### src/rtl/gf180mcu_fd_sc_mcu9t5v0__latbank_wr_ctrl_pkg.sv
// Shared definitions for the latch-bank write controller.
//   wr_state_e : write-sequence FSM states
//   DEF_WIDTH  : default latch word width
//   DEF_AW     : default latch address width
package gf180mcu_fd_sc_mcu9t5v0__latbank_wr_ctrl_pkg;

  localparam int DEF_WIDTH = 8;
  localparam int DEF_AW    = 3;

  typedef enum logic [1:0] {
    IDLE   = 2'd0,
    SETUP  = 2'd1,
    ENABLE = 2'd2,
    HOLD   = 2'd3
  } wr_state_e;

endpackage

### src/rtl/gf180mcu_fd_sc_mcu9t5v0__latbank_rr_arb2.sv
// Two-way round-robin arbiter (purely combinational).
//   req_i [1:0] : request vector
//   ptr_i       : index of the requester granted last
//   upd_i       : arbitration strobe; grant is forced to zero when low
//   gnt_o [1:0] : one-hot grant
module gf180mcu_fd_sc_mcu9t5v0__latbank_rr_arb2
  import gf180mcu_fd_sc_mcu9t5v0__latbank_wr_ctrl_pkg::*;
(
  input  logic [1:0] req_i,
  input  logic       ptr_i,
  input  logic       upd_i,
  output logic [1:0] gnt_o
);

  always_comb begin
    gnt_o = 2'b00;
    if (upd_i) begin
      if (req_i == 2'b11) begin
        // Under contention the requester not granted last wins.
        gnt_o = ptr_i ? 2'b01 : 2'b10;
      end else begin
        gnt_o = req_i;
      end
    end
  end

endmodule

### src/rtl/gf180mcu_fd_sc_mcu9t5v0__latbank_wr_ctrl.sv
// Write controller for a bank of 2**AW level-sensitive latch words.
// Arbitrates two requesters, then sequences setup / enable / hold so the
// shared data bus is stable around the single-cycle latch enable pulse.
//   CLK, RST           : clock, synchronous active-high reset
//   REQ0/1             : write requests
//   ADDR0/1, DATA0/1   : target word and write data per requester
//   GNT0/1             : one-cycle write-complete acknowledge
//   E [DEPTH-1:0]      : one-hot latch enables (registered)
//   D [WIDTH-1:0]      : shared latch data bus (registered)
//   BUSY               : high when a write is in progress
//
// state  | meaning
// IDLE   | waiting; arbitration and capture of winner's addr/data
// SETUP  | data driven onto D, enables low
// ENABLE | enable of captured word high
// HOLD   | enables low, data held, winner's GNT high
module gf180mcu_fd_sc_mcu9t5v0__latbank_wr_ctrl
  import gf180mcu_fd_sc_mcu9t5v0__latbank_wr_ctrl_pkg::*;
#(
  parameter int WIDTH = DEF_WIDTH,
  parameter int AW    = DEF_AW
) (
  input  logic                 CLK,
  input  logic                 RST,
  input  logic                 REQ0,
  input  logic                 REQ1,
  input  logic [AW-1:0]        ADDR0,
  input  logic [AW-1:0]        ADDR1,
  input  logic [WIDTH-1:0]     DATA0,
  input  logic [WIDTH-1:0]     DATA1,
  output logic                 GNT0,
  output logic                 GNT1,
  output logic [(1<<AW)-1:0]   E,
  output logic [WIDTH-1:0]     D,
  output logic                 BUSY
);

  localparam int DEPTH = 1 << AW;

  wr_state_e        state_q, state_d;
  logic [AW-1:0]    addr_q, addr_d;
  logic [WIDTH-1:0] data_q, data_d;
  logic [DEPTH-1:0] e_q, e_d;
  logic [1:0]       gnt_q, gnt_d;
  logic             win_q, win_d;
  logic             ptr_q, ptr_d;
  logic [1:0]       arb_gnt;

  gf180mcu_fd_sc_mcu9t5v0__latbank_rr_arb2 u_arb (
    .req_i (({REQ1, REQ0})),
    .ptr_i (ptr_q),
    .upd_i (state_q == IDLE),
    .gnt_o (arb_gnt)
  );

  always_comb begin
    state_d = state_q;
    addr_d  = addr_q;
    data_d  = data_q;
    win_d   = win_q;
    ptr_d   = ptr_q;
    e_d     = '0;
    gnt_d   = 2'b00;
    case (state_q)
      IDLE: begin
        if (arb_gnt != 2'b00) begin
          state_d = SETUP;
          win_d   = arb_gnt[1];
          ptr_d   = arb_gnt[1];
          addr_d  = arb_gnt[1] ? ADDR1 : ADDR0;
          data_d  = arb_gnt[1] ? DATA1 : DATA0;
        end
      end
      SETUP: begin
        state_d      = ENABLE;
        // Decode ahead of the flop so E itself comes straight from registers.
        e_d[addr_q]  = 1'b1;
      end
      ENABLE: begin
        state_d      = HOLD;
        gnt_d[win_q] = 1'b1;
      end
      HOLD: begin
        state_d = IDLE;
      end
      default: begin
        state_d = IDLE;
      end
    endcase
  end

  always_ff @(posedge CLK) begin
    if (RST) begin
      state_q <= IDLE;
      addr_q  <= '0;
      data_q  <= '0;
      e_q     <= '0;
      gnt_q   <= 2'b00;
      win_q   <= 1'b0;
      ptr_q   <= 1'b1;   // requester 0 wins the first contention
    end else begin
      state_q <= state_d;
      addr_q  <= addr_d;
      data_q  <= data_d;
      e_q     <= e_d;
      gnt_q   <= gnt_d;
      win_q   <= win_d;
      ptr_q   <= ptr_d;
    end
  end

  assign E    = e_q;
  assign D    = data_q;
  assign GNT0 = gnt_q[0];
  assign GNT1 = gnt_q[1];
  assign BUSY = (state_q != IDLE);

endmodule

### config.mk
export PLATFORM = sky130hd
export DESIGN_NAME = gf180mcu_fd_sc_mcu9t5v0__latbank_wr_ctrl
export DESIGN_NICKNAME = d
export VERILOG_FILES = /design/src/rtl/gf180mcu_fd_sc_mcu9t5v0__latbank_wr_ctrl_pkg.sv /design/src/rtl/gf180mcu_fd_sc_mcu9t5v0__latbank_rr_arb2.sv /design/src/rtl/gf180mcu_fd_sc_mcu9t5v0__latbank_wr_ctrl.sv
export SDC_FILE = /design/constraint.sdc
export NUM_CORES = 1
export LEC_CHECK = 0
export BUFFER_PORTS_ARGS = -buffer_cell sky130_fd_sc_hd__buf_4
export CORE_MARGIN = 2
export CORE_UTILIZATION = 46
export DETAILED_ROUTE_END_ITERATION = 8
export PLACE_DENSITY = 0.77
export SYNTH_ARGS = -nofsm -noshare
export SYNTH_HDL_FRONTEND = slang
export SYNTH_SLANG_ARGS = --single-unit
### constraint.sdc
create_clock -name CLK -period 1.6 [get_ports CLK]
set_input_delay 0.16 -clock CLK [delete_from_list [all_inputs] [get_ports CLK]]
set_output_delay 0.16 -clock CLK [all_outputs]
set_load 0.1 [all_outputs]
Yosys cells after proc, flatten, opt, wreduce, memory -nomap -nowiden

Index checks and enable logic that the tools add are counted.

Output and inout port bits: 19
Word-level logic and storage cells: 37
Flip-flop bits (word level): 25

Reduce and logical (&&, ||, !) cells: 8
Multiplexer cells: 11
$lt $le $gt $ge: 4
Eq/ne operators: 5
Bitwise logic cells: 2

Operators by type and width:

| kind                                                | number |
|---|---|
| 2-to-1 mux 2 bit                                    | 4 |
| 2-to-1 mux 8 bit                                    | 1 |
| case mux 2 bit (4 select lines)                     | 1 |
| equality test 2 bit, second input constant          | 3 |
| < comparator 3 x 4 -> 1 bit, second input constant  | 1 |
| nonzero test 2 bit                                  | 2 |
| OR reduction 2 bit                                  | 2 |
| demux 1 bit (select 3 bit)                          | 1 |
| >= comparator 3 x 1 -> 1 bit, second input constant | 1 |
| 2-to-1 mux 3 bit                                    | 1 |
| equality test 2 x 1 -> 1 bit, second input constant | 1 |
| logical AND 1 bit                                   | 2 |
| logical NOT 2 bit                                   | 1 |
| < comparator 1 x 2 -> 1 bit, second input constant  | 1 |
| 2-to-1 mux 1 bit                                    | 2 |
| != test 2 bit, second input constant                | 1 |
| NOT 1 bit                                           | 2 |
| AND reduction 2 bit                                 | 1 |
| demux 1 bit (select 1 bit)                          | 1 |
| >= comparator 1 bit, second input constant          | 1 |

Depth between registers and ports, before layout

Depth in word-level cells: 6
Mapped depth: 6

Cells and area by module

From an unflattened synthesis, not the netlist that was laid out.

Cell total of the unflattened synthesis: 102
Area, all modules: 1129.8 um^2

Modules (own cells, without submodules):

| module                                   | instances | area an instance (um^2) | seq. area each (um^2) | cells an instance |
|---|---|---|---|---|
| gf180mcu_fd_sc_mcu9t5v0__latbank_wr_ctrl | 1         | 1108.6                  | 500.5                 | 97 |
| gf180mcu_fd_sc_mcu9t5v0__latbank_rr_arb2 | 1         | 21.3                    | 0.0                   | 5 |

Least setup slack after synthesis

No wires, ideal clock.

Path kind: register to register
Start point: register state_q[0]
End point: register data_q[3], in the netlist D[3]
Setup time: 112 ps
Period minus slack after synthesis: 1796 ps
Stages on the path, launching flop included: 7
Required time: 1488 ps
Setup slack: -196 ps
Data arrival time: 1684 ps
Path through: dfxtp_1 > inv_1 > ha_1 > inv_1 > buf_2 > a2111oi_0 > a2111oi_1

Word-level cells in the longest chain between the ends: 4
Elaborated cells on any way between the ends: 5

Ends and longest elaborated chain:

| element                              | RTL line                                                                                       | text |
|---|---|---|
| start: declaration                   | gf180mcu_fd_sc_mcu9t5v0__latbank_wr_ctrl.sv:40                                                 | `wr_state_e state_q, state_d;` |
| start signal: assignment             | gf180mcu_fd_sc_mcu9t5v0__latbank_wr_ctrl.sv:102                                                | `state_q <= state_d;` |
| logical NOT 2 bit *                  | gf180mcu_fd_sc_mcu9t5v0__latbank_wr_ctrl.sv:52, gf180mcu_fd_sc_mcu9t5v0__latbank_wr_ctrl.sv:64 |  |
| 2-to-1 mux 2 bit                     | gf180mcu_fd_sc_mcu9t5v0__latbank_rr_arb2.sv:17                                                 | `if (upd_i) begin` |
| nonzero test 2 bit                   | gf180mcu_fd_sc_mcu9t5v0__latbank_wr_ctrl.sv:66                                                 | `if (arb_gnt != 2'b00) begin` |
| AND reduction 2 bit (no source line) | -                                                                                              |  |
| end signal: assignment               | gf180mcu_fd_sc_mcu9t5v0__latbank_wr_ctrl.sv:104                                                | `data_q <= data_d;` |
| end: declaration                     | gf180mcu_fd_sc_mcu9t5v0__latbank_wr_ctrl.sv:42                                                 | `logic [WIDTH-1:0] data_q, data_d;` |

Mark *: on every way between the ends. The rest lies on a longest branch, timed or not.
A chain may end at the register's enable or synchronous reset.

Worst setup path after layout

Start point: register state_q[1]
End point: output BUSY

Word-level cells in the longest chain between the ends: 1

Ends and longest elaborated chain:

| element            | RTL line                                        | text |
|---|---|---|
| nonzero test 2 bit | gf180mcu_fd_sc_mcu9t5v0__latbank_wr_ctrl.sv:116 | `assign BUSY = (state_q != IDLE);` |
| end: declaration   | gf180mcu_fd_sc_mcu9t5v0__latbank_wr_ctrl.sv:35  | `output logic BUSY` |

Every way passes these cells.

==> flow_summary.ini <==
[synthesis]
synth_edf_count = 0
synth.cell_area_um2 = 1060
netlist_instances = 111
syn_area_per_cell_um2 = 9.54
ys_seq_area_share_pct = 47.3
synthDistinctLibCells = 27
synthTopCellsByArea = dfxtp_1 47%, a2111oi_0 9.1%, a2111oi_1 8.5%, nor2_1 7.1%, inv_1 5.0%
synthArstFlopShare_pct = 0
ys_ff_latch = 25
synth_top_area_share_pct = 47.3
synth_top_area_cell = dfxtp_1
synth_flop_cell = dfxtp_1
yosys_warnings = 0
syn_nets = 140

[drt]
dr.first_iter.drc_count = 9
drtAntennaViolNets = 0
drc = 0
wl_per_cell_um = 13.3
wirelength_um = 2430
viasPerCell = 5.39
num_vias = 986
first_pass_iters = 4

[cells_and_area]
final_cell_mix = 47 x buf_4, 25 x dfxtp_1, 20 x nor2_1
area_growth_pct = 39.6
finalNetCount = 185
multi_input_area_um2 = 492
drive_gt1_share_pct = 40.0
seq_area_um2 = 500
diodes = 0
final_cells = 183
layout_commonest_cell = buf_4
n_fill_cell = 179

[clock_network]
htree_num_levels = 1
root_buffer = clkbuf_4
hold_buffers = 0
clk_latency_ps = 320
clk_pin_slew_ps = 130
numClockSinks = 25
cts.path.max_buffers = 2
cts_tree = yes
cts_made_buffers = 3

[sta]
hold_ws_ps = 70.2
fmax_mhz = 672
worst_pin_slew_ps = 559
final_hold_viol_count = 0
rsz0062_at_grt = no
skew_ps = 5.38
slew-limit-headroom_pct = 61.7
finalCritPeriodShare_pct = 93.0
tns_ps = 0
maxSlewViolCount = 0
period_minus_slack_ps = 1490
setup_viol = 0

[critical_path]
reg2regPathDepth = 6
r2r-start = state_q[0]
crit_path_cell_trace = inv_1 > ha_4 > inv_4 > buf_8
arrival_ps = 1330
r2r_end = addr_q[2]
end_kind = output port
reg2reg_slack_ps = 150
path_buf_inv = 3
worstSetupStartpoint = state_q[1]
cp_data_required_time_ps = 1440
crit_path_max_incr_delay_ps = 380
startpoint_type = flip-flop
critPathTopFamily = buffers and inverters
crit_fanout = 13
path_depth = 4
slowest_stage = dfxtp_1
crit_type = reg -> out

[grt]
antenna_found_initial = 0
grt_pass1_vias = 958
grt_usage_pct = 20.1
grt_pass1_wl_um = 4030
grt-ovfl-total = 0
grt_max_degree = 20

[die]
rows = 17
io_pins = 45
die_y_um = 52.0
start_util_pct = 48.3
core-area_um2 = 2190
die_w_um = 52.0
die_area_um2 = 2700

[worst_hold_path]
hold_depth = 3
min_to = D[1]
hold_class = in -> reg
worst_hold_startpoint = DATA1[1]

[power]
irDropWorstVdd_uv = 1490
p_leak_nw = 0.650
power.density_nw_per_um2 = 1980

[place]
place_congestion = 0.692
dpl.hpwl_um = 1770
io_buffers = 44
dp_cells = 179

[job]
maxCapViolCount = 0

[run_status]
outcome = finished, final reports clean
cells in the mapped netlist (2+ instances only):
cell / count
a2111oi_0: 11
a2111oi_1: 9
a2111oi_2: 2
buf_2: 5
clkbuf_1: 2
dfxtp_1: 25
ha_1: 3
inv_1: 14
nand2b_1: 2
nor2_1: 20
nor3_1: 2
kinds of logic after synthesis:
kind of cell | count (synthesis) | synth area share, %
buffers and inverters | 22 | 9.10
AND/OR/NAND/NOR | 32 | 14.8
AO/OA/AOI/OAI | 29 | 25.3
flip-flops | 25 | 47.3
adder cells (fa/ha/maj) | 3 | 3.55
worst max path at each step:
stage	to	slack, ps
2_1_floorplan	D[4]	70
6_report	BUSY	110
3_5_place_dp	addr_q[1]	5
3_3_place_gp	D[1]	130
4_1_cts	BUSY	-10
5_1_grt	D[6]	30
final cells by class:
cell class | instances | share of cell area, %
flip-flops and latches | 25 | 33.9
clock buffers | 3 | 1.52
inverters | 14 | 3.73
clock inverters | 1 | 0.339
well taps | 28 | 2.37
multi-input cells | 64 | 33.3
repair buffers | 48 | 24.9
metal layers:
layer  share of wire, %  GRT usage [%]  vias up
met2                 51           37.8       43
met3                5.6           1.72        4
met5                  0              0        -
met1                 42           22.4      445
li1                   -              -      494
met4                1.5           9.21        0
what timing repair did:
item,4_1_cts,5_1_grt
endpoints found under the hold margin,0,0
resized for setup,4,7
setup buffers,0,0
setup endpoints to repair,3,10
pin swaps,0,0
power breakdown:
group	switching [mW]	leakage, nW	internal [mW]	total (mW)
Combinational	1.26	0.427	0.514	1.77
Clock	0.187	0.0177	0.0938	0.281
Sequential	0.0994	0.205	0.778	0.877
worst register-to-register path, cell delays in order, from the launching register on:
cell	delay (ps)
dfxtp_1	340
inv_1	130
ha_4	190
o21a_2	190
buf_4	150
nor2_1	50
a2111oi_2	300
state kept, by name, summed over array words and instances (netlist names):
name,cells
D,8
E,8
addr_q,3
gnt_q,2
ptr_q,1
state_q,2
win_q,1
through the flow:
step | setup slack [ps] | cell area, um2 | utilization, % | total power, mW
CTS | -10.5 | 1450 | 66.0 | 2.86
global route | 26.3 | 1480 | 67.4 | 3.08
finish | 111 | 1480 | 67.4 | 2.93
global placement | 134 | 1410 | 64.4 | 2.50
floorplan | 68.7 | 1060 | - | 2.19
detailed placement | 5.23 | 1410 | 64.4 | 2.54
Power figures use the tool's default switching activity.
